## src/rtl/hs_ram_arbiter.sv

```systemverilog
// ---------------------------------------------------------------------------
// hs_ram_arbiter
//
// Shares the game core's work-RAM port between the running CPU and the
// hiscore save/restore engine. When the hiscore side raises hs_req the
// arbiter pauses the core. It waits for the CPU bus to stay quiet for SETTLE
// consecutive cycles, or gives up after TIMEOUT cycles and forces the grant.
// It then hands the RAM port to the hiscore side. When hs_req drops, one
// guard cycle returns the mux to the CPU with writes blocked before the core
// is released.
//
// Parameters
//   AW       RAM address width
//   DW       RAM data width
//   SETTLE   consecutive cpu_idle cycles required before grant (1..255)
//   TIMEOUT  max cycles spent pausing before a forced grant (SETTLE..65535)
//
// Ports
//   clk_sys       system clock
//   reset_n       asynchronous active-low reset
//   hs_req        hiscore wants the RAM (level)
//   hs_addr       hiscore address
//   hs_wdata      hiscore write data
//   hs_we         hiscore write strobe
//   hs_rdata      registered read data back to hiscore
//   hs_rvalid     hs_rdata was updated at the last clock edge
//   hs_grant      hiscore currently owns the RAM port
//   pause_req     active-high pause request to the core
//   cpu_idle      core reports no bus cycle in progress
//   cpu_addr      CPU address
//   cpu_wdata     CPU write data
//   cpu_we        CPU write strobe
//   ram_addr      address to RAM
//   ram_wdata     write data to RAM
//   ram_we        write strobe to RAM
//   ram_rdata     RAM read data (one-cycle synchronous latency)
//   timeout_flag  sticky: a forced grant has occurred since reset
// ---------------------------------------------------------------------------
module hs_ram_arbiter #(
   parameter int AW      = 16,
   parameter int DW      = 8,
   parameter int SETTLE  = 4,
   parameter int TIMEOUT = 65535
) (
   input  logic          clk_sys,
   input  logic          reset_n,

   input  logic          hs_req,
   input  logic [AW-1:0] hs_addr,
   input  logic [DW-1:0] hs_wdata,
   input  logic          hs_we,
   output logic [DW-1:0] hs_rdata,
   output logic          hs_rvalid,
   output logic          hs_grant,

   output logic          pause_req,
   input  logic          cpu_idle,
   input  logic [AW-1:0] cpu_addr,
   input  logic [DW-1:0] cpu_wdata,
   input  logic          cpu_we,

   output logic [AW-1:0] ram_addr,
   output logic [DW-1:0] ram_wdata,
   output logic          ram_we,
   input  logic [DW-1:0] ram_rdata,

   output logic          timeout_flag
);

   typedef enum logic [1:0] {
      ST_IDLE,
      ST_PAUSING,
      ST_GRANT,
      ST_RELEASE
   } state_t;

   localparam logic [7:0]  SETTLE_CNT  = 8'(SETTLE);
   localparam logic [15:0] TIMEOUT_CNT = 16'(TIMEOUT);

   state_t      state;
   state_t      state_next;

   logic [7:0]  settle_cnt;
   logic [15:0] timeout_cnt;
   logic        settle_done;
   logic        timeout_done;
   logic        start_pause;

   // The grant decisions compare the registered counts. The cycle in which a
   // count reaches its limit is therefore still spent pausing, which gives
   // the SETTLE+1 minimum latency from leaving IDLE to owning the port.
   assign settle_done  = (settle_cnt  >= SETTLE_CNT);
   assign timeout_done = (timeout_cnt >= TIMEOUT_CNT);
   assign start_pause  = (state == ST_IDLE) && hs_req;

   // State register. An asynchronous reset drops straight back to IDLE, so
   // the mux returns to the CPU and the pause is released without any guard
   // cycle.
   always_ff @(posedge clk_sys or negedge reset_n) begin
      if (!reset_n) begin
         state <= ST_IDLE;
      end else begin
         state <= state_next;
      end
   end

   // Next-state logic. While pausing, a dropped request is checked before
   // either grant condition, so an abort always beats a grant in the same
   // cycle. RELEASE always passes through IDLE, which rules out a
   // back-to-back grant.
   always_comb begin
      state_next = state;
      case (state)
         ST_IDLE: begin
            if (hs_req) begin
               state_next = ST_PAUSING;
            end
         end
         ST_PAUSING: begin
            if (!hs_req) begin
               state_next = ST_RELEASE;
            end else if (settle_done || timeout_done) begin
               state_next = ST_GRANT;
            end
         end
         ST_GRANT: begin
            if (!hs_req) begin
               state_next = ST_RELEASE;
            end
         end
         ST_RELEASE: begin
            state_next = ST_IDLE;
         end
         default: begin
            state_next = ST_IDLE;
         end
      endcase
   end

   // Output decode. The pause stays asserted through RELEASE, so the core
   // only restarts once the RAM mux is already back on the CPU side.
   always_comb begin
      pause_req = 1'b0;
      hs_grant  = 1'b0;
      case (state)
         ST_PAUSING: begin
            pause_req = 1'b1;
         end
         ST_GRANT: begin
            pause_req = 1'b1;
            hs_grant  = 1'b1;
         end
         ST_RELEASE: begin
            pause_req = 1'b1;
         end
         default: begin
            pause_req = 1'b0;
            hs_grant  = 1'b0;
         end
      endcase
   end

   // RAM port mux. Only one side's write strobe can ever reach the RAM. In
   // GRANT the CPU strobe is gated off. Everywhere else the hiscore strobe is
   // ignored. The RELEASE cycle forces ram_we low so that a CPU write already
   // pending on the bus cannot land on the cycle the mux switches back.
   always_comb begin
      ram_addr  = cpu_addr;
      ram_wdata = cpu_wdata;
      ram_we    = cpu_we;
      if (state == ST_GRANT) begin
         ram_addr  = hs_addr;
         ram_wdata = hs_wdata;
         ram_we    = hs_we;
      end else if (state == ST_RELEASE) begin
         ram_we    = 1'b0;
      end
   end

   // Settle and timeout counters. Both restart from zero on entry to
   // PAUSING. The settle count restarts whenever the CPU shows bus activity,
   // so only an unbroken run of idle cycles can lead to a grant. Both
   // counters saturate, so they cannot wrap back below their limits.
   always_ff @(posedge clk_sys or negedge reset_n) begin
      if (!reset_n) begin
         settle_cnt  <= '0;
         timeout_cnt <= '0;
      end else if (start_pause) begin
         settle_cnt  <= '0;
         timeout_cnt <= '0;
      end else if (state == ST_PAUSING) begin
         if (!cpu_idle) begin
            settle_cnt <= '0;
         end else if (settle_cnt != 8'hFF) begin
            settle_cnt <= settle_cnt + 8'd1;
         end
         if (timeout_cnt != 16'hFFFF) begin
            timeout_cnt <= timeout_cnt + 16'd1;
         end
      end
   end

   // Sticky timeout flag. It is set only when the grant is forced by the
   // timeout: the request must still be up, and the settle condition must
   // not have been met at the same time. It is cleared only by reset.
   always_ff @(posedge clk_sys or negedge reset_n) begin
      if (!reset_n) begin
         timeout_flag <= 1'b0;
      end else if ((state == ST_PAUSING) && hs_req && timeout_done && !settle_done) begin
         timeout_flag <= 1'b1;
      end
   end

   // Read return path. While granted, every RAM read word is captured.
   // hs_rvalid marks the cycles in which hs_rdata holds a freshly captured
   // word. Together with the RAM's own latency, an address presented in
   // cycle N returns its data in cycle N+2. Outside GRANT the last captured
   // word is held.
   always_ff @(posedge clk_sys or negedge reset_n) begin
      if (!reset_n) begin
         hs_rdata  <= '0;
         hs_rvalid <= 1'b0;
      end else begin
         hs_rvalid <= (state == ST_GRANT);
         if (state == ST_GRANT) begin
            hs_rdata <= ram_rdata;
         end
      end
   end

endmodule
```

## config.mk

```make
export PLATFORM = sky130hd
export DESIGN_NAME = hs_ram_arbiter
export DESIGN_NICKNAME = d
export VERILOG_FILES = /design/src/rtl/hs_ram_arbiter.sv
export SDC_FILE = /design/constraint.sdc
export NUM_CORES = 1
export LEC_CHECK = 0
export CORE_ASPECT_RATIO = 1.2
export CORE_UTILIZATION = 42
export DETAILED_ROUTE_END_ITERATION = 8
export PLACE_DENSITY = 0.91
export SYNTH_ARGS = -nofsm -noshare
export SYNTH_HDL_FRONTEND = slang
export SYNTH_SLANG_ARGS = --single-unit
```

## constraint.sdc

```tcl
create_clock -name clk_sys -period 2.45 [get_ports clk_sys]
set_clock_uncertainty 0.15 [all_clocks]
set_input_delay 0.245 -clock clk_sys [delete_from_list [all_inputs] [get_ports clk_sys]]
set_output_delay 0.245 -clock clk_sys [all_outputs]
set_load 0.03 [all_outputs]
```

# ---- Word-level counts from Yosys, hierarchy flattened
# Index checks and enable logic that the tools add are counted.
dict set report totals {
  regBits 36
  input_bits 62
  out_inout_bits 37
  elab_cells 50
}
dict set report classes {
  n_addsub 2
  n_lt_le_gt_ge 2
  n_eq_ne 9
  n_mux 18
  n_reduce_logical 13
}
# cell count
set ops {}
lappend ops {{2-to-1 mux 16 bit} 4}
lappend ops {{2-to-1 mux 8 bit} 5}
lappend ops {{adder 16 x 1 -> 16 bit (second input constant)} 1}
lappend ops {{>= comparator 16 bit (second input constant)} 1}
lappend ops {{!= test 16 bit (second input constant)} 1}
lappend ops {{adder 8 x 1 -> 8 bit (second input constant)} 1}
lappend ops {{>= comparator 8 x 3 -> 1 bit (second input constant)} 1}
lappend ops {{2-to-1 mux 2 bit} 4}
lappend ops {{!= test 8 bit (second input constant)} 1}
lappend ops {{case mux 2 bit (4 select lines)} 1}
lappend ops {{== test 2 bit (second input constant)} 2}
lappend ops {{logical AND 1 bit} 4}
lappend ops {{2-to-1 mux 1 bit} 4}
lappend ops {{!= test 2 bit (second input constant)} 2}
lappend ops {{AND reduction 2 bit} 2}
lappend ops {{nonzero test 2 bit} 2}
lappend ops {{!= test 3 x 1 -> 1 bit (second input constant)} 1}
lappend ops {{!= test 3 bit (second input constant)} 1}
lappend ops {{AND reduction 3 bit} 1}
lappend ops {{OR reduction 3 bit} 1}
lappend ops {{== test 2 x 1 -> 1 bit (second input constant)} 1}
lappend ops {{logical NOT 2 bit} 1}
lappend ops {{logical NOT 1 bit} 1}
lappend ops {{logical OR 1 bit} 1}

# ---- Longest topological paths before layout
# Gate-level depths: netlist (run 1).
dict set report logic_depth {
  word_depth 5
  ltp_mapped 7
  mapped_depth_nobuf 6
}

# ---- Worst setup path before layout (run 1)
# Ideal clock, no wire load.
dict set report synth_timing {
  kind {reg2out}
  from {register state[0]}
  to {output port ram_addr[0]}
  t_arrival_ps 1959
  t_required_ps 2055
  setup_slack_ps 96
  stages_incl_launch_ff 6
  path_buffers 2
  path_cell_list {dfrtp_1 inv_1 ha_1 clkbuf_1 buf_1 mux2_2}
}
dict set report synth_between {
  elab_chain_cells 2
}
# element line_no
set synth_rtl {}
lappend synth_rtl {{start, declared} 80} ;# state_t state;
lappend synth_rtl {{start signal, assigned} 103} ;# state <= state_next;
lappend synth_rtl {{== test 2 bit} 171} ;# if (state == ST_GRANT) begin
lappend synth_rtl {{2-to-1 mux 16 bit} 171}
lappend synth_rtl {{end, declared} 62} ;# output logic [AW-1:0] ram_addr,
# Every way passes these cells.

# ---- Final worst setup path (run 1)
dict set report layout_timing {
  from {register state[0]}
  to {output port ram_addr[8]}
}
# Same word-level chain as after synthesis.

==> flow_summary.ini, run 1 <==
[drt]
drt_pre_antenna_iters = 4
detail_route.drc_violations = 0
routed_wire_length_per_instance_um = 16.4
totalWireLength_um = 6260
number_of_antenna_violating_nets_in_the_routed_design = 0
via_count = 2170
avgViaCountPerCell = 5.67
drt-initial-drc-count = 110

[floorplanning]
die_w_um = 68.0
core_um2 = 4970
io_pins = 99
std_cell_rows = 28
design.die.area_um2 = 5510
die_height_um = 81.1
start_util_pct = 44.1

[global_route]
met2_usage_pct = 38.4
met3_usage_pct = 3.79
grt-busiest-layer = met2
grt_antenna_before_repair = 0
global_route.usage.met1_pct = 25.2
grt-ovfl-total = 0
grt_first_pass_wirelength_um = 8940
number_of_global_route_vias_before_repair = 1960
maximum_number_of_pins_on_one_net_before_global_route_repair = 37
grt.total_usage_pct = 21.3

[pwr]
seqPwrFrac_pct = 26.2
switching_share_pct = 40.6
power_frac_clock_pct = 17.5
power_density_nw_per_um2 = 954
vdd_drop_max_uv = 687
power.share.combinational_pct = 56.3
static-leakage-power_uw = 0.00138
internal_power_uw = 1920
power.net_switching_uw = 1310

[worst_setup_path]
critical-path-max-stage-delay_ps = 420
crit_arrival_ps = 2000
critical_path_required_ps = 2060
critical_path.cell_chain = inv_1 > ha_2 > clkbuf_16 > mux2_2 > dlygate4sd2_1
critPathKind = reg -> out
cpMaxStageDelayCell = sky130_fd_sc_hd__dfrtp_1
startpoint_type = register
worst_setup_path_end_kind = output port
crit_path_max_fanout = 15

[status]
result_of_the_run = complete, no violations

[final_layout]
final_nets = 392
drive_above_1_share_pct = 16.7
num-fill-cells = 367
fin_util_pct = 68.2
mostFrequentLayoutCell = sky130_fd_sc_hd__clkdlybuf4s50_1
num_antenna_cells = 0
area_growth_from_synthesis_to_layout_pct = 54.7
leading_cell_types_in_the_layout_fill_and_taps_excluded = sky130_fd_sc_hd__clkdlybuf4s50_1, sky130_fd_sc_hd__dfrtp_1, sky130_fd_sc_hd__mux2_2
seq_area_um2 = 901
multi_input_comb_area_um2 = 1230

[sta]
post-route-period-util_pct = 97.8
max_freq_mhz = 417
timing.final.crit_period_ps = 2400
timing_max_transition_violations_final = 0
setup-tns-final_ps = 0
worst_hold_slack_ps = 339
tightest_slew_ps = 804
relSlewSlack_pct = 46.4
fin_worst_setup_slack_ps = 54.2
number_of_hold_slack_violations_in_the_final_timing_report = 0
finalSetupViolations = 0

[clock_network]
cts_buffers = 5
cts.root.buffer_cell = sky130_fd_sc_hd__clkbuf_8
ctsHtreeMaxLevel = 2
cts.reportedPaths.clkPinSlew_ps = 70
cts_buffer_depth = 2
tritoncts_num_sinks = 36
cts_tree = done
post_cts_buffers = 0
clock_latency_ps = 290

[placed_design]
buffer_ports.inserted = 98
half_perimeter_wire_length_after_placement_um = 4660
pre_cts_ws_ps = 115
routabilityCongestion = 0.851

[logic_synthesis]
post_synth_net_total = 289
yosys_register_bits = 36
ys_seq_area_share_pct = 41.1
synth_area_um2 = 2190
post_synth_inst_count = 219
ys_types = 42
syn_avg_cell_area_um2 = 10.0
synth-warning-count = 0

[job]
max_cap_viol_count = 0

[worst_hold_path]
hold_path.class = reg -> reg
-- cell type report --
cell class                      instances  share of cell area [%]
Clock buffer                            7                    2.84
Clock inverter                          1                   0.885
Inverter                                7                   0.775
Multi-Input combinational cell        166                    36.2
Sequential cell                        36                    26.6
Tap cell                               60                    2.21
Timing Repair Buffer                  106                    30.5
-- critical path, delay by kind of cell (launching register included) --
kind | cells | cell delay, ps
adder cells (fa/ha/maj) | 1 | 270
flip-flops | 1 | 420
buffers and inverters | 3 | 690
multiplexers | 1 | 330
-- cell families (layout without fill, tap and decap cells) --
kind of cell	Yosys count	count (layout)	share of synthesized area [%]
simple gates	71	71	18.3
mux	34	34	17.4
buf+inv	17	121	2.97
fa+ha+maj	8	8	4.57
xor+xnor	3	3	1.20
flops	36	36	41.1
compound gates	50	50	14.5
-- metal layers --
metal | part of all wire (%) | wire, µm
met5 | 0 | 0
met4 | 0.89 | 56
met3 | 6.5 | 405
met2 | 54 | 3360
met1 | 39 | 2440
-- per-stage QoR --
| step | cell area, µm² | cells | total power [µW] |
|---|---|---|---|
| 6_report | 3390 | 383 | 3230 |
| 5_1_grt | 3390 | 383 | 3410 |
| 4_1_cts | 3360 | 382 | 3200 |
| 3_5_place_dp | 3260 | 373 | 2700 |
| 3_3_place_gp | 3260 | 373 | 2630 |
| 2_1_floorplan | 2190 | 219 | 1950 |
-- sequential cells by signal, indices dropped and copies added (netlist names) --
name and flops:
timeout_cnt 16, hs_rdata 8, settle_cnt 8, state 2, hs_rvalid 1, timeout_flag 1
-- path summary, 6_finish.rpt --
check	from	to	slack, ps	cells past startpoint
setup / recovery	state[0]$_DFFE_PN0P_	ram_addr[8]	50	5
hold / removal	timeout_flag$_DFFE_PN0P_	timeout_flag$_DFFE_PN0P_	340	1
setup reg to reg	state[1]$_DFFE_PN0P_	timeout_cnt[13]$_DFFE_PN0P_	160	6
hold reg to reg	timeout_flag$_DFFE_PN0P_	timeout_flag$_DFFE_PN0P_	340	1
max in group asynchronous	reset_n	timeout_cnt[5]$_DFFE_PN0P_	1200	2
min in group asynchronous	reset_n	settle_cnt[3]$_DFFE_PN0P_	430	2
-- synthesized netlist by cell type (all sizes together) --
master    n  share of area [%]
a41oi     1               0.40
o311ai    1               0.40
nand4     8                2.6
ha        8                4.6
or4       6                2.1
dfrtp    36                 41
o2111ai   1               0.40
and2      2               0.57
nor4bb    1               0.46
a21oi    17                3.9
and4      5                2.0
nand3     7                1.6
o21a      1               0.34
xor2      1               0.40
or3       7                2.0
nor3      7                1.6
o221ai    1               0.40
nand2    16                2.7
a31oi     2               0.57
nor4      1               0.29
a311oi    2               0.80
nand3b    1               0.34
o41ai     2               0.80
a2bb2oi   1               0.40
clkbuf    6                1.0
o211ai    2               0.68
nand2b    1               0.29
mux2i     1               0.46
mux2     33                 17
a211oi    1               0.34
o21ai    10                2.3
inv       7                1.2
and3      2               0.57
o21bai    1               0.34
o31ai     5                1.7
a31o      1               0.40
xnor2     2               0.80
a21boi    1               0.34
nor2      7                1.2
buf       4               0.74
-- what timing repair did --
| item | 4_1_cts | 5_1_grt |
|---|---|---|
| endpoints found under the setup margin | 24 | 14 |
| hold endpoints to repair | 36 | 0 |
| cloned | 0 | 1 |
| hold buffers | 1 | 0 |
| resized for setup | 24 | 2 |
-- power groups by stage --
| stage | combinational, µW | sequential, µW | clock, µW |
|---|---|---|---|
| after floorplan | 969 | 985 | 0 |
| after global placement | 1790 | 840 | 0 |
| after detailed placement | 1850 | 853 | 0 |
| after CTS | 1770 | 845 | 578 |
| after global routing | 1940 | 865 | 606 |
| final | 1820 | 847 | 566 |
No activity file was read; power rests on OpenSTA's default activity.
==> inputs of run 2 (changes only) <==
Settings changed: CAP_MARGIN from default to 40.
==> results of run 2 <==
The final DEF is identical to that of run 1; final timing and power are the same.
